$ cat src/rtl/usb_tx_sched_pkg.sv
// Shared constants for the FT2232H transmit scheduler: packet headers,
// packet lengths and scheduler state encodings.
package usb_tx_sched_pkg;

  // Header nibbles that open each packet type on the wire
  localparam logic [3:0] HDR_FFT = 4'hF;
  localparam logic [3:0] HDR_RAW = 4'hA;

  // Packet lengths in bytes
  localparam int unsigned LEN_FFT = 8;
  localparam int unsigned LEN_RAW = 4;

  // Scheduler states
  localparam logic [1:0] ST_IDLE     = 2'd0;
  localparam logic [1:0] ST_SEND_FFT = 2'd1;
  localparam logic [1:0] ST_SEND_RAW = 2'd2;

  // Index of the final byte of a packet of the given length
  function automatic logic [2:0] last_idx(input int unsigned len);
    return 3'(len - 1);
  endfunction

endpackage

$ cat src/rtl/usb_byte_serializer.sv
// Shifts a latched packet out one byte at a time over the FT2232H write
// handshake. A byte moves only on an edge where wr_n and txe_n are both low,
// so back-pressure simply freezes the current byte on the pins.
module usb_byte_serializer #(
  parameter int unsigned USB_DATA_WIDTH = 8,
  parameter int unsigned MAX_BYTES      = 8
) (
  input  logic                                   clk_i,
  input  logic                                   rst_i,
  input  logic                                   load_i,
  input  logic [2:0]                             last_idx_i,
  input  logic [MAX_BYTES*USB_DATA_WIDTH-1:0]    word_i,
  input  logic                                   ft_txe_n_i,
  output logic [USB_DATA_WIDTH-1:0]              ft_data_o,
  output logic                                   ft_wr_n_o,
  output logic                                   busy_o,
  output logic                                   done_o
);

  localparam int unsigned WW = MAX_BYTES * USB_DATA_WIDTH;

  logic [WW-1:0]             shift_r;
  logic [2:0]                idx_r;
  logic [2:0]                last_r;
  logic [USB_DATA_WIDTH-1:0] data_r;
  logic                      wr_n_r;
  logic                      busy_r;
  logic                      xfer_s;

  assign xfer_s    = ~wr_n_r & ~ft_txe_n_i;
  assign done_o    = xfer_s & (idx_r == last_r);
  assign ft_data_o = data_r;
  assign ft_wr_n_o = wr_n_r;
  assign busy_o    = busy_r;

  // Load a packet (byte 0 straight onto the pins), then advance one byte per transfer
  always_ff @(posedge clk_i or posedge rst_i) begin
    if (rst_i) begin
      shift_r <= '0;
      idx_r   <= 3'd0;
      last_r  <= 3'd0;
      data_r  <= '0;
      wr_n_r  <= 1'b1;
      busy_r  <= 1'b0;
    end else if (load_i) begin
      shift_r <= word_i << USB_DATA_WIDTH;
      data_r  <= word_i[WW-1 -: USB_DATA_WIDTH];
      idx_r   <= 3'd0;
      last_r  <= last_idx_i;
      wr_n_r  <= 1'b0;
      busy_r  <= 1'b1;
    end else if (xfer_s) begin
      if (idx_r == last_r) begin
        // Last byte taken: release the bus, keep the final byte on the pins
        idx_r  <= 3'd0;
        wr_n_r <= 1'b1;
        busy_r <= 1'b0;
      end else begin
        data_r  <= shift_r[WW-1 -: USB_DATA_WIDTH];
        shift_r <= shift_r << USB_DATA_WIDTH;
        idx_r   <= idx_r + 3'd1;
      end
    end else begin
      data_r <= data_r;
    end
  end

endmodule

$ cat src/rtl/usb_tx_sched.sv
// FT2232H transmit scheduler: arbitrates the FFT and raw-sample streams onto
// the USB write port, serializes each granted word into bytes, and raises a
// send-immediate flush after the link has been idle for a while.
module usb_tx_sched
  import usb_tx_sched_pkg::*;
#(
  parameter int unsigned USB_DATA_WIDTH = 8,
  parameter int unsigned N_WIDTH        = 10,
  parameter int unsigned FFT_WIDTH      = 25,
  parameter int unsigned RAW_WIDTH      = 14,
  parameter int unsigned STARVE_MAX     = 4,
  parameter int unsigned FLUSH_IDLE     = 64
) (
  input  logic                      clk_i,
  input  logic                      rst_i,
  input  logic                      fft_valid_i,
  output logic                      fft_ready_o,
  input  logic [N_WIDTH-1:0]        fft_ctr_i,
  input  logic [FFT_WIDTH-1:0]      fft_re_i,
  input  logic [FFT_WIDTH-1:0]      fft_im_i,
  input  logic                      raw_valid_i,
  output logic                      raw_ready_o,
  input  logic [N_WIDTH-1:0]        raw_ctr_i,
  input  logic [RAW_WIDTH-1:0]      raw_data_i,
  input  logic                      ft_txe_n_i,
  output logic [USB_DATA_WIDTH-1:0] ft_data_o,
  output logic                      ft_wr_n_o,
  output logic                      ft_siwua_n_o,
  output logic                      busy_o
);

  localparam int unsigned PKT_W = LEN_FFT * USB_DATA_WIDTH;
  localparam int unsigned SW    = $clog2(STARVE_MAX + 1);
  localparam int unsigned IW    = $clog2(FLUSH_IDLE + 1);

  logic [1:0]       state_r;
  logic [SW-1:0]    starve_r;
  logic [IW-1:0]    idle_cnt_r;
  logic             flush_pend_r;
  logic             siwua_n_r;

  logic             idle_s;
  logic             starved_s;
  logic             grant_fft_s;
  logic             grant_raw_s;
  logic             load_s;
  logic             done_s;
  logic [PKT_W-1:0] fft_word_s;
  logic [PKT_W-1:0] raw_word_s;
  logic [PKT_W-1:0] load_word_s;
  logic [2:0]       load_last_s;

  // Packets are left-aligned so the header byte always sits in the top byte
  assign fft_word_s = {HDR_FFT, fft_ctr_i, fft_re_i, fft_im_i};
  assign raw_word_s = {HDR_RAW, raw_ctr_i, raw_data_i, 4'h0, 32'h0000_0000};

  // Raw wins a tie only once the FFT stream has had STARVE_MAX grants in a row
  assign idle_s      = (state_r == ST_IDLE) & ~rst_i;
  assign starved_s   = raw_valid_i & (starve_r == SW'(STARVE_MAX));
  assign grant_fft_s = idle_s & fft_valid_i & ~starved_s;
  assign grant_raw_s = idle_s & raw_valid_i & ~grant_fft_s;
  assign load_s      = grant_fft_s | grant_raw_s;

  assign fft_ready_o  = grant_fft_s;
  assign raw_ready_o  = grant_raw_s;
  assign ft_siwua_n_o = siwua_n_r;

  // Select the word and length handed to the serializer on a grant
  always_comb begin
    load_word_s = fft_word_s;
    load_last_s = last_idx(LEN_FFT);
    if (grant_raw_s) begin
      load_word_s = raw_word_s;
      load_last_s = last_idx(LEN_RAW);
    end else begin
      load_word_s = fft_word_s;
      load_last_s = last_idx(LEN_FFT);
    end
  end

  usb_byte_serializer #(
    .USB_DATA_WIDTH (USB_DATA_WIDTH),
    .MAX_BYTES      (LEN_FFT)
  ) u_ser (
    .clk_i      (clk_i),
    .rst_i      (rst_i),
    .load_i     (load_s),
    .last_idx_i (load_last_s),
    .word_i     (load_word_s),
    .ft_txe_n_i (ft_txe_n_i),
    .ft_data_o  (ft_data_o),
    .ft_wr_n_o  (ft_wr_n_o),
    .busy_o     (busy_o),
    .done_o     (done_s)
  );

  // Scheduler state: leave IDLE on a grant, return when the last byte transfers
  always_ff @(posedge clk_i or posedge rst_i) begin
    if (rst_i) begin
      state_r <= ST_IDLE;
    end else begin
      case (state_r)
        ST_IDLE: begin
          if (grant_fft_s) begin
            state_r <= ST_SEND_FFT;
          end else if (grant_raw_s) begin
            state_r <= ST_SEND_RAW;
          end else begin
            state_r <= ST_IDLE;
          end
        end
        ST_SEND_FFT, ST_SEND_RAW: begin
          if (done_s) begin
            state_r <= ST_IDLE;
          end else begin
            state_r <= state_r;
          end
        end
        default: state_r <= ST_IDLE;
      endcase
    end
  end

  // Count FFT grants that happened while raw was waiting
  always_ff @(posedge clk_i or posedge rst_i) begin
    if (rst_i) begin
      starve_r <= '0;
    end else if (grant_fft_s) begin
      if (!raw_valid_i) begin
        starve_r <= '0;
      end else if (starve_r == SW'(STARVE_MAX)) begin
        starve_r <= starve_r;
      end else begin
        starve_r <= starve_r + SW'(1);
      end
    end else if (grant_raw_s) begin
      starve_r <= '0;
    end else begin
      starve_r <= starve_r;
    end
  end

  // Idle timer: one flush pulse per idle period, armed by a completed packet
  always_ff @(posedge clk_i or posedge rst_i) begin
    if (rst_i) begin
      idle_cnt_r   <= '0;
      flush_pend_r <= 1'b0;
      siwua_n_r    <= 1'b1;
    end else if (load_s) begin
      idle_cnt_r <= '0;
      siwua_n_r  <= 1'b1;
    end else if (done_s) begin
      idle_cnt_r   <= '0;
      flush_pend_r <= 1'b1;
      siwua_n_r    <= 1'b1;
    end else if (idle_s && flush_pend_r) begin
      if (idle_cnt_r == IW'(FLUSH_IDLE - 1)) begin
        idle_cnt_r   <= '0;
        flush_pend_r <= 1'b0;
        siwua_n_r    <= 1'b0;
      end else begin
        idle_cnt_r <= idle_cnt_r + IW'(1);
        siwua_n_r  <= 1'b1;
      end
    end else begin
      siwua_n_r <= 1'b1;
    end
  end

endmodule

$ cat config.mk
export PLATFORM = sky130hd
export DESIGN_NAME = usb_tx_sched
export DESIGN_NICKNAME = d
export VERILOG_FILES = /design/src/rtl/usb_tx_sched_pkg.sv /design/src/rtl/usb_byte_serializer.sv /design/src/rtl/usb_tx_sched.sv
export SDC_FILE = /design/constraint.sdc
export NUM_CORES = 1
export LEC_CHECK = 0
export ABC_AREA = 1
export ABC_CLOCK_PERIOD_IN_PS = 4900
export BUFFER_PORTS_ARGS = -buffer_cell sky130_fd_sc_hd__buf_2
export CORE_MARGIN = 8
export CORE_UTILIZATION = 40
export DETAILED_ROUTE_END_ITERATION = 8
export PLACE_DENSITY_LB_ADDON = 0.3
export SLEW_MARGIN = 20
export SYNTH_ARGS = -nofsm -noshare
export SYNTH_HDL_FRONTEND = slang
export SYNTH_HIERARCHICAL = 1
export SYNTH_SLANG_ARGS = --single-unit
$ cat constraint.sdc
create_clock -name clk_i -period 4.9 [get_ports clk_i]
set_input_delay 0.98 -clock clk_i [delete_from_list [all_inputs] [get_ports clk_i]]
set_output_delay 0.98 -clock clk_i [all_outputs]
set_load 0.005 [all_outputs]
Word level (Yosys, flattened, before mapping)
Cells that the tools add are included.
{ "classes": {"n_lt_le_gt_ge": 0, "n_div": 0, "shift": 0, "mul": 0, "n_reduce_logical": 13, "add_sub_neg": 3, "bitwise_logic": 15, "muxes": 36, "eq_ne": 8} }
{ "op_table": {"columns": ["cell", "count"], "rows": [
  ["2-to-1 mux 64 bit", 3],
  ["2-to-1 mux 63 bit", 1],
  ["2-to-1 mux 7 bit", 4],
  ["2-to-1 mux 3 bit", 8],
  ["2-to-1 mux 8 bit", 3],
  ["2-to-1 mux 1 bit", 13],
  ["nonzero test 2 bit", 5],
  ["bitwise AND 1 bit", 8],
  ["adder 7 x 1 -> 7 bit (second input constant)", 1],
  ["equality test 7 x 6 -> 1 bit (second input constant)", 1],
  ["adder 3 x 1 -> 3 bit (second input constant)", 2],
  ["2-to-1 mux 2 bit", 3],
  ["NOT 1 bit", 6],
  ["AND reduction 2 bit", 3],
  ["!= test 2 bit (second input constant)", 2],
  ["case mux 2 bit (2 select lines)", 1],
  ["equality test 3 bit", 1],
  ["equality test 3 bit (second input constant)", 1],
  ["!= test 3 bit (second input constant)", 1],
  ["AND reduction 3 bit", 1],
  ["nonzero test 3 bit", 1],
  ["equality test 2 x 1 -> 1 bit (second input constant)", 1],
  ["equality test 2 bit (second input constant)", 1],
  ["logical NOT 2 bit", 1],
  ["3 further kinds", 3]
]} }
{ "totals": {"wordCells": 86, "regBits": 94, "rom_bits": 0, "mem_bits_rw": 0, "latch_bits": 0, "output_inout_bits": 13, "memories": 0} }

Longest topological paths before layout
Gate-level depths: netlist of run 1.
{ "depth": {"word_depth": 9, "mapped_depth": 14, "depth_no_buf": 13} }

Modules after synthesis
The synthesis of run 1 kept the hierarchy.
{ "modules_own_cells": {"columns": ["module", "cells_each", "area_each_um2", "instances"], "rows": [
  ["usb_byte_serializer", 514, 3917.5, 1],
  ["usb_tx_sched", 262, 1446.4, 1]
]} }

Worst setup path before layout of run 1
No wires, ideal clock.
{ "synth_path": {"path_type": "input -> output", "startpoint": "input rst_i", "endpoint": "output raw_ready_o", "cell_stages": 6, "arrival_time_ns": 1.780, "path_slack_ns": 2.140, "cell_sequence": "inv_2 nand2_1 nor2_1 nand2_4 inv_6 buf_6"} }
{ "synth_via": {"elab_chain_len": 6} }
{ "synth_lines": {"columns": ["element", "line_no", "text"], "rows": [
  ["start, declared", "usb_tx_sched.sv:15", "input logic rst_i,"],
  ["NOT 1 bit *", "usb_tx_sched.sv:58", "assign idle_s = (state_r == ST_IDLE) & ~rst_i;"],
  ["bitwise AND 1 bit *", "usb_tx_sched.sv:58", null],
  ["bitwise AND 1 bit (2 in a row)", "usb_tx_sched.sv:60", "assign grant_fft_s = idle_s & fft_valid_i & ~starved_s;"],
  ["NOT 1 bit", "usb_tx_sched.sv:61", "assign grant_raw_s = idle_s & raw_valid_i & ~grant_fft_s;"],
  ["bitwise AND 1 bit *", "usb_tx_sched.sv:61", null],
  ["end, declared", "usb_tx_sched.sv:22", "output logic raw_ready_o,"]
]} }
Mark *: on every way between the ends. The rest lies on a longest branch, timed or not.

Worst setup path after layout of run 1
Same ends and word-level chain as after synthesis.

==> results of run 1 <==
how the worst max path moves through the flow:
stage,start,to,slack [ns],depth (start not counted)
final,rst_i,raw_ready_o,1.40,7
after global routing,rst_i,raw_ready_o,1.17,7
after CTS,rst_i,raw_ready_o,1.35,7
after detailed placement,rst_i,raw_ready_o,1.34,7
after global placement,rst_i,raw_ready_o,1.36,7
after floorplan,rst_i,u_ser/busy_o,2.10,1
area by class of cell:
| type | count | area [um^2] | area share [%] |
|---|---|---|---|
| multi-input combinational | 579 | 2630 | 43.0 |
| sequential | 86 | 2150 | 35.2 |
| timing repair buffer | 108 | 571 | 9.31 |
| inverter | 65 | 251 | 4.10 |
| clock buffer | 9 | 225 | 3.68 |
| tap | 176 | 220 | 3.59 |
| clock inverter | 7 | 72.6 | 1.18 |
worst register-to-register path: cells and delay by family, from the launching register on:
kind / cells / cell delay [ns]
buffers and inverters: 6 / 1.01
DFF: 1 / 0.34
AOI/OAI and AO/OA: 1 / 0.23
adders and majority gates: 1 / 0.22
and+or+nand+nor: 4 / 0.47
power by group:
part | internal [uW] | total (uW) | switching, uW
Sequential | 981 | 1140 | 162
Combinational | 508 | 1500 | 994
Clock | 396 | 676 | 280
per-stage QoR:
stage	worst slack [ns]	util (%)	instance area (um^2)	instances	total power, uW
finish	1.40	46.5	6130	1030	3320
global route	1.17	46.5	6130	1030	3650
CTS	1.35	46.5	6130	1030	3370
detailed placement	1.34	44.2	5830	1014	2680
global placement	1.36	44.2	5830	1014	2650
floorplan	2.10	-	5380	779	2420
synth_stat cells, types with 2 or more instances:
master / instances / area (um^2)
nand2_2: 4 / 25.0
nand4_1: 5 / 31.3
buf_1: 4 / 15.0
inv_2: 4 / 15.0
nor3_1: 2 / 10.0
buf_8: 3 / 45.0
inv_1: 59 / 221
clkbuf_1: 6 / 22.5
dfstp_2: 2 / 52.6
nand2_1: 353 / 1330
xor2_1: 3 / 26.3
a21oi_1: 2 / 10.0
buf_4: 8 / 60.1
buf_6: 9 / 101
nand3_1: 105 / 526
o21ai_2: 2 / 17.5
buf_2: 19 / 95.1
ha_1: 5 / 62.6
nand3_2: 30 / 300
o21ai_0: 9 / 45.0
nor2_1: 50 / 188
dfrtp_1: 84 / 2100
cell families (layout without fill, tap and decap cells):
| group | after synthesis | count (layout) |
|---|---|---|
| xor+xnor | 5 | 5 |
| other cells | 1 | 4 |
| fa+ha+maj | 5 | 5 |
| simple gates | 551 | 551 |
| compound gates | 14 | 14 |
| buf+inv | 114 | 189 |
| flops | 86 | 86 |
metal layers:
metal / part of all wire (%) / GRT usage (%) / up-vias
met3: 5.0 / 3.58 / 4
met1: 48 / 18.7 / 2096
met4: 0.72 / 3.38 / 0
met5: 0 / 0 / -
met2: 46 / 24.5 / 92
li1: - / - / 2550
state kept, by name, indices dropped and copies added, names as in the netlist:
register         cells
u_ser/busy_o         1
u_ser/idx_r          3
idle_cnt_r           7
flush_pend_r         1
u_ser/shift_r       56
u_ser/ft_data_o      8
starve_r             3
u_ser/ft_wr_n_o      1
u_ser/last_r         3
ft_siwua_n_o         1
state_r              2
==> results.json, run 1 <==
{
  "wire_per_inst_um": 12.1,
  "worstSetupEndpointType": "primary output",
  "slew_violations": 0,
  "critPathLaunchType": "input port",
  "remaining_drc_errors": 0,
  "min_from": "u_ser/ft_wr_n_o",
  "viasPerCell": 4.60,
  "crit_buf_inv": 4,
  "synth-warning-count": 6,
  "slowest_stage": "inv_6",
  "crit_type": "in2out",
  "fmax_mhz": 286,
  "critPathMaxStageDelay_ns": 0.40,
  "worst_slew_pin_slew_ns": 1.02,
  "holdBufCountCts": 0,
  "dr.pass1.iters": 4,
  "tns_ns": 0,
  "area_growth_syn_to_layout_pct": 14.2,
  "grt_usage_pct": 14.7,
  "ant_nets": 0,
  "finClkSkew_ns": 0.00830,
  "dieArea_um2": 17400,
  "cap_violations": 0,
  "p_per_area_nw_per_um2": 542,
  "h-tree-depth": 3,
  "gp_congestion": 0.822,
  "min_to": "u_ser/ft_wr_n_o",
  "grt_pass1_wl_um": 21800,
  "avgSynthCellArea_um2": 6.91,
  "grt_pass1_vias": 4768,
  "drtIter0Drc": 309,
  "timing.slew.headroom_pct": 31.8,
  "ys_seq_area_share_pct": 40.2,
  "cp_max_fo": 61,
  "status": "finished clean",
  "final_nets": 943,
  "die_h_um": 132,
  "synth-edff-count": 0,
  "rr_endpoint": "u_ser/shift_r[29]",
  "root_buffer": "clkbuf_16",
  "clock_sinks": 86,
  "period_share_pct": 71.3,
  "synth_compound_area_share_pct": 1.47,
  "cts_tree": "done",
  "start_util_pct": 40.7,
  "hpwl_um": 8350,
  "clk_pin_slew_worst_paths_ns": 0.06,
  "ios": 102,
  "overflow": 0,
  "ir_drop_uv": 239,
  "dieWidth_um": 132,
  "worstReg2RegStart": "state_r[0]",
  "fillers": 1370,
  "worst_hold_slack_ns": 0.488,
  "antenna_found_initial": 0,
  "holdPathStages": 2,
  "setup_viol_count_final": 0,
  "final_common_cell": "nand2_1",
  "hp-class": "reg2reg",
  "cts_buffers": 9,
  "synth-main-ff-cell": "dfrtp_1",
  "final_cell_mix": "352 x nand2_1, 105 x nand3_1, 101 x buf_2",
  "crit_top_cell": "buf_2",
  "core-area_um2": 13200,
  "cts_resized": 0,
  "leakage_uw": 0.00359,
  "ys_types": 30,
  "cp.arrival_ns": 2.52,
  "antennaDiodeCount": 0,
  "routed_wl_um": 12500,
  "std_cell_rows": 42,
  "layout-drive-gt1-share_pct": 20.4,
  "ys_seq_elements": 86,
  "synth_top_family_by_area": "simple AND/OR/NAND/NOR gates",
  "synth-xor-area-share_pct": 0.956,
  "reg2reg_depth": 12,
  "synthCells": 776,
  "regToRegSetupSlack_ns": 2.51,
  "post_cts.repair.setup_buffers": 0,
  "clock_path_buffers": 2,
  "vias": 4742,
  "path_delay_family": "buffers and inverters",
  "async_flop_share_pct": 100,
  "crit_chain": "buf_2 -> inv_2 -> nand2_1 -> nor2_1 -> nand2_4 -> inv_6 -> buf_2",
  "syn_area_um2": 5360,
  "io_buffers": 101,
  "synthSimpleGateAreaFrac_pct": 45.2,
  "clock_latency_ns": 0.33,
  "hold_viol_final": 0,
  "period_minus_slack_ns": 3.50,
  "cp.required_ns": 3.92,
  "muxShareOfSynthArea_pct": 0,
  "grt_start_max_net_pins": 127,
  "synthAdderAreaFrac_pct": 1.17,
  "rsz0062_at_grt": "no"
}
Power figures use the tool's default switching activity.
==> run 2: changes to the inputs <==
--- a/config.mk
+++ b/config.mk
@@ -6,7 +6,7 @@
 export NUM_CORES = 1
 export LEC_CHECK = 0
 export ABC_AREA = 1
-export ABC_CLOCK_PERIOD_IN_PS = 4900
+export ABC_CLOCK_PERIOD_IN_PS = 3200
 export BUFFER_PORTS_ARGS = -buffer_cell sky130_fd_sc_hd__buf_2
 export CORE_MARGIN = 8
 export CORE_UTILIZATION = 40
==> constraint.sdc (replaced) <==
create_clock -name clk_i -period 3.2 [get_ports clk_i]
set_input_delay 0.64 -clock clk_i [delete_from_list [all_inputs] [get_ports clk_i]]
set_output_delay 0.64 -clock clk_i [all_outputs]
set_load 0.005 [all_outputs]
==> run 2 against run 1 <==
Against the previous run: sequential cell count is the same; via count increased by 2.0%; final cell count rose by 0.29%; largest cell class unchanged; wire length is 5.2% higher; utilization up 0.51 points; register-to-register slack worse by 1.5 ns; first-iteration DRC count up 1.3%; clock skew shrank 0.00066 ns; power is 57% higher; critical path depth is the same.
==> results.json, run 2 (synthesis results as in run 1) <==
{
  "overflow": 0,
  "grt_start_max_net_pins": 74,
  "cp.required_ns": 2.56,
  "rr_endpoint": "u_ser/shift_r[55]",
  "grt-busiest-layer": "met2",
  "place_area_um2": 5870,
  "remaining_drc_errors": 0,
  "p_per_area_nw_per_um2": 844,
  "hold_viol_final": 0,
  "rsz0062_at_grt": "no",
  "p_sw_uw": 2210,
  "crit_chain": "inv_1 -> ha_1 -> nand2_1 -> o21ai_2 -> nand2_4 -> inv_6 -> buf_2",
  "cp.arrival_ns": 1.78,
  "final_common_cell": "nand2_1",
  "pwr-share-comb_pct": 44.6,
  "slew_violations": 0,
  "period_share_pct": 75.8,
  "die_h_um": 132,
  "drtIter0Drc": 313,
  "routed_wl_um": 13200,
  "final_area_um2": 6190,
  "status": "finished clean",
  "multi_input_area_um2": 2630,
  "grt.met1_usage_pct": 19.4,
  "cts_resized": 0,
  "reg2reg_depth": 11,
  "clock_latency_ns": 0.33,
  "antenna_found_initial": 0,
  "dieWidth_um": 132,
  "dr.pass1.iters": 5,
  "holdBufCountCts": 0,
  "gp_congestion": 0.825,
  "layout-drive-gt1-share_pct": 20.7,
  "dieArea_um2": 17400,
  "wire_per_inst_um": 12.7,
  "clock_path_buffers": 2,
  "met2_usage_pct": 25.2,
  "crit_type": "reg2out",
  "worst_slew_pin_slew_ns": 0.868,
  "regArea_um2": 2150,
  "critPathMaxStageDelay_ns": 0.39,
  "setup_viol_count_final": 0,
  "timing.slew.headroom_pct": 42.2,
  "cap_violations": 0,
  "use_met3_pct": 2.67,
  "cts_buffers": 9,
  "grt_pass1_vias": 4683,
  "place_inst": 1018,
  "finClkSkew_ns": 0.00764,
  "hp-class": "in2async",
  "pwr-share-seq_pct": 33.6,
  "regMostFlops": "u_ser/shift_r",
  "root_buffer": "clkbuf_16",
  "hpwl_um": 8550,
  "regToRegSetupSlack_ns": 0.96,
  "worstSetupEndpointType": "primary output",
  "worstReg2RegStart": "state_r[0]",
  "grt_usage_pct": 15.2,
  "tns_ns": 0,
  "largest_reg_flops": 56,
  "final_nets": 947,
  "period_minus_slack_ns": 2.42,
  "fmax_mhz": 412,
  "cts_tree": "done",
  "cp_max_fo": 31,
  "start_util_pct": 40.7,
  "p_sw_share_pct": 42.4,
  "ant_nets": 0,
  "clock_sinks": 86,
  "io_buffers": 101,
  "antennaDiodeCount": 0,
  "pwr-share-clk_pct": 21.7,
  "critPathLaunchType": "flip-flop",
  "ios": 102,
  "viasPerCell": 4.68,
  "h-tree-depth": 3,
  "utilization_pct": 47.0,
  "area_growth_syn_to_layout_pct": 15.5,
  "std_cell_rows": 42,
  "grt_pass1_wl_um": 22300,
  "core-area_um2": 13200,
  "ir_drop_uv": 359,
  "vias": 4837,
  "final_cells": 1033,
  "intPower_uw": 3010,
  "fillers": 1374,
  "clk_pin_slew_worst_paths_ns": 0.06,
  "leakage_uw": 0.00364,
  "post_cts.repair.setup_buffers": 0,
  "final_cell_mix": "352 x nand2_1, 105 x nand3_1, 101 x buf_2",
  "slowest_stage": "dfrtp_1"
}
run 2: cell count changes in the layout (fill, tap and decap cells not counted):
cell / delta
buf_4: +3
bufinv_16: +1
clkinv_4: -1
buf_12: +1
clkinvlp_4: -2
clkbuf_8: +2
inv_6: -1
run 2: area by class of cell:
cell class	instances	area share, %
sequential	86	34.8
clock buffer	11	4.08
inverter	65	4.06
timing repair buffer	112	9.90
multi-input combinational	579	42.5
tap	176	3.55
clock inverter	4	1.13
run 2: routing by layer:
metal | share of wire (%) | vias up
met2 | 48 | 93
met3 | 3.9 | 12
met5 | 0 | -
li1 | - | 2550
met1 | 47 | 2182
met4 | 1.4 | 0
run 2: power by group through the flow:
stage | Clock, uW | Combinational (uW) | Sequential, uW
floorplan | 0 | 1980 | 1730
global placement | 0 | 2330 | 1760
detailed placement | 0 | 2360 | 1780
CTS | 1170 | 2370 | 1760
global route | 1200 | 2680 | 1800
finish | 1140 | 2330 | 1760
run 2: per-stage QoR:
| stage | worst slack [ns] | hold slack [ns] | power [uW] |
|---|---|---|---|
| 6_report | 0.775 | 0.342 | 5230 |
| 3_3_place_gp | 0.907 | 0.469 | 4090 |
| 5_1_grt | 0.631 | 0.358 | 5690 |
| 2_1_floorplan | 0.737 | 0.453 | 3710 |
| 4_1_cts | 0.746 | 0.336 | 5300 |
| 3_5_place_dp | 0.875 | 0.477 | 4140 |
run 2: critical path: cells and delay by family (launching register included):
kind | cells | cell delay (ns)
compound gates | 1 | 0.26
flops | 1 | 0.39
simple gates | 2 | 0.16
buf+inv | 3 | 0.48
fa+ha+maj | 1 | 0.15
run 2: how the worst max path moves through the flow:
stage                 from                end  slack, ns  cells after the start
3_5_place_dp         rst_i  u_ser/shift_r[55]       0.88                      9
6_report       starve_r[0]        raw_ready_o       0.78                      7
3_3_place_gp   fft_valid_i     u_ser/idx_r[2]       0.91                      9
5_1_grt        starve_r[0]        raw_ready_o       0.63                      7
4_1_cts        starve_r[0]        raw_ready_o       0.75                      7
2_1_floorplan        rst_i       u_ser/busy_o       0.74                      1
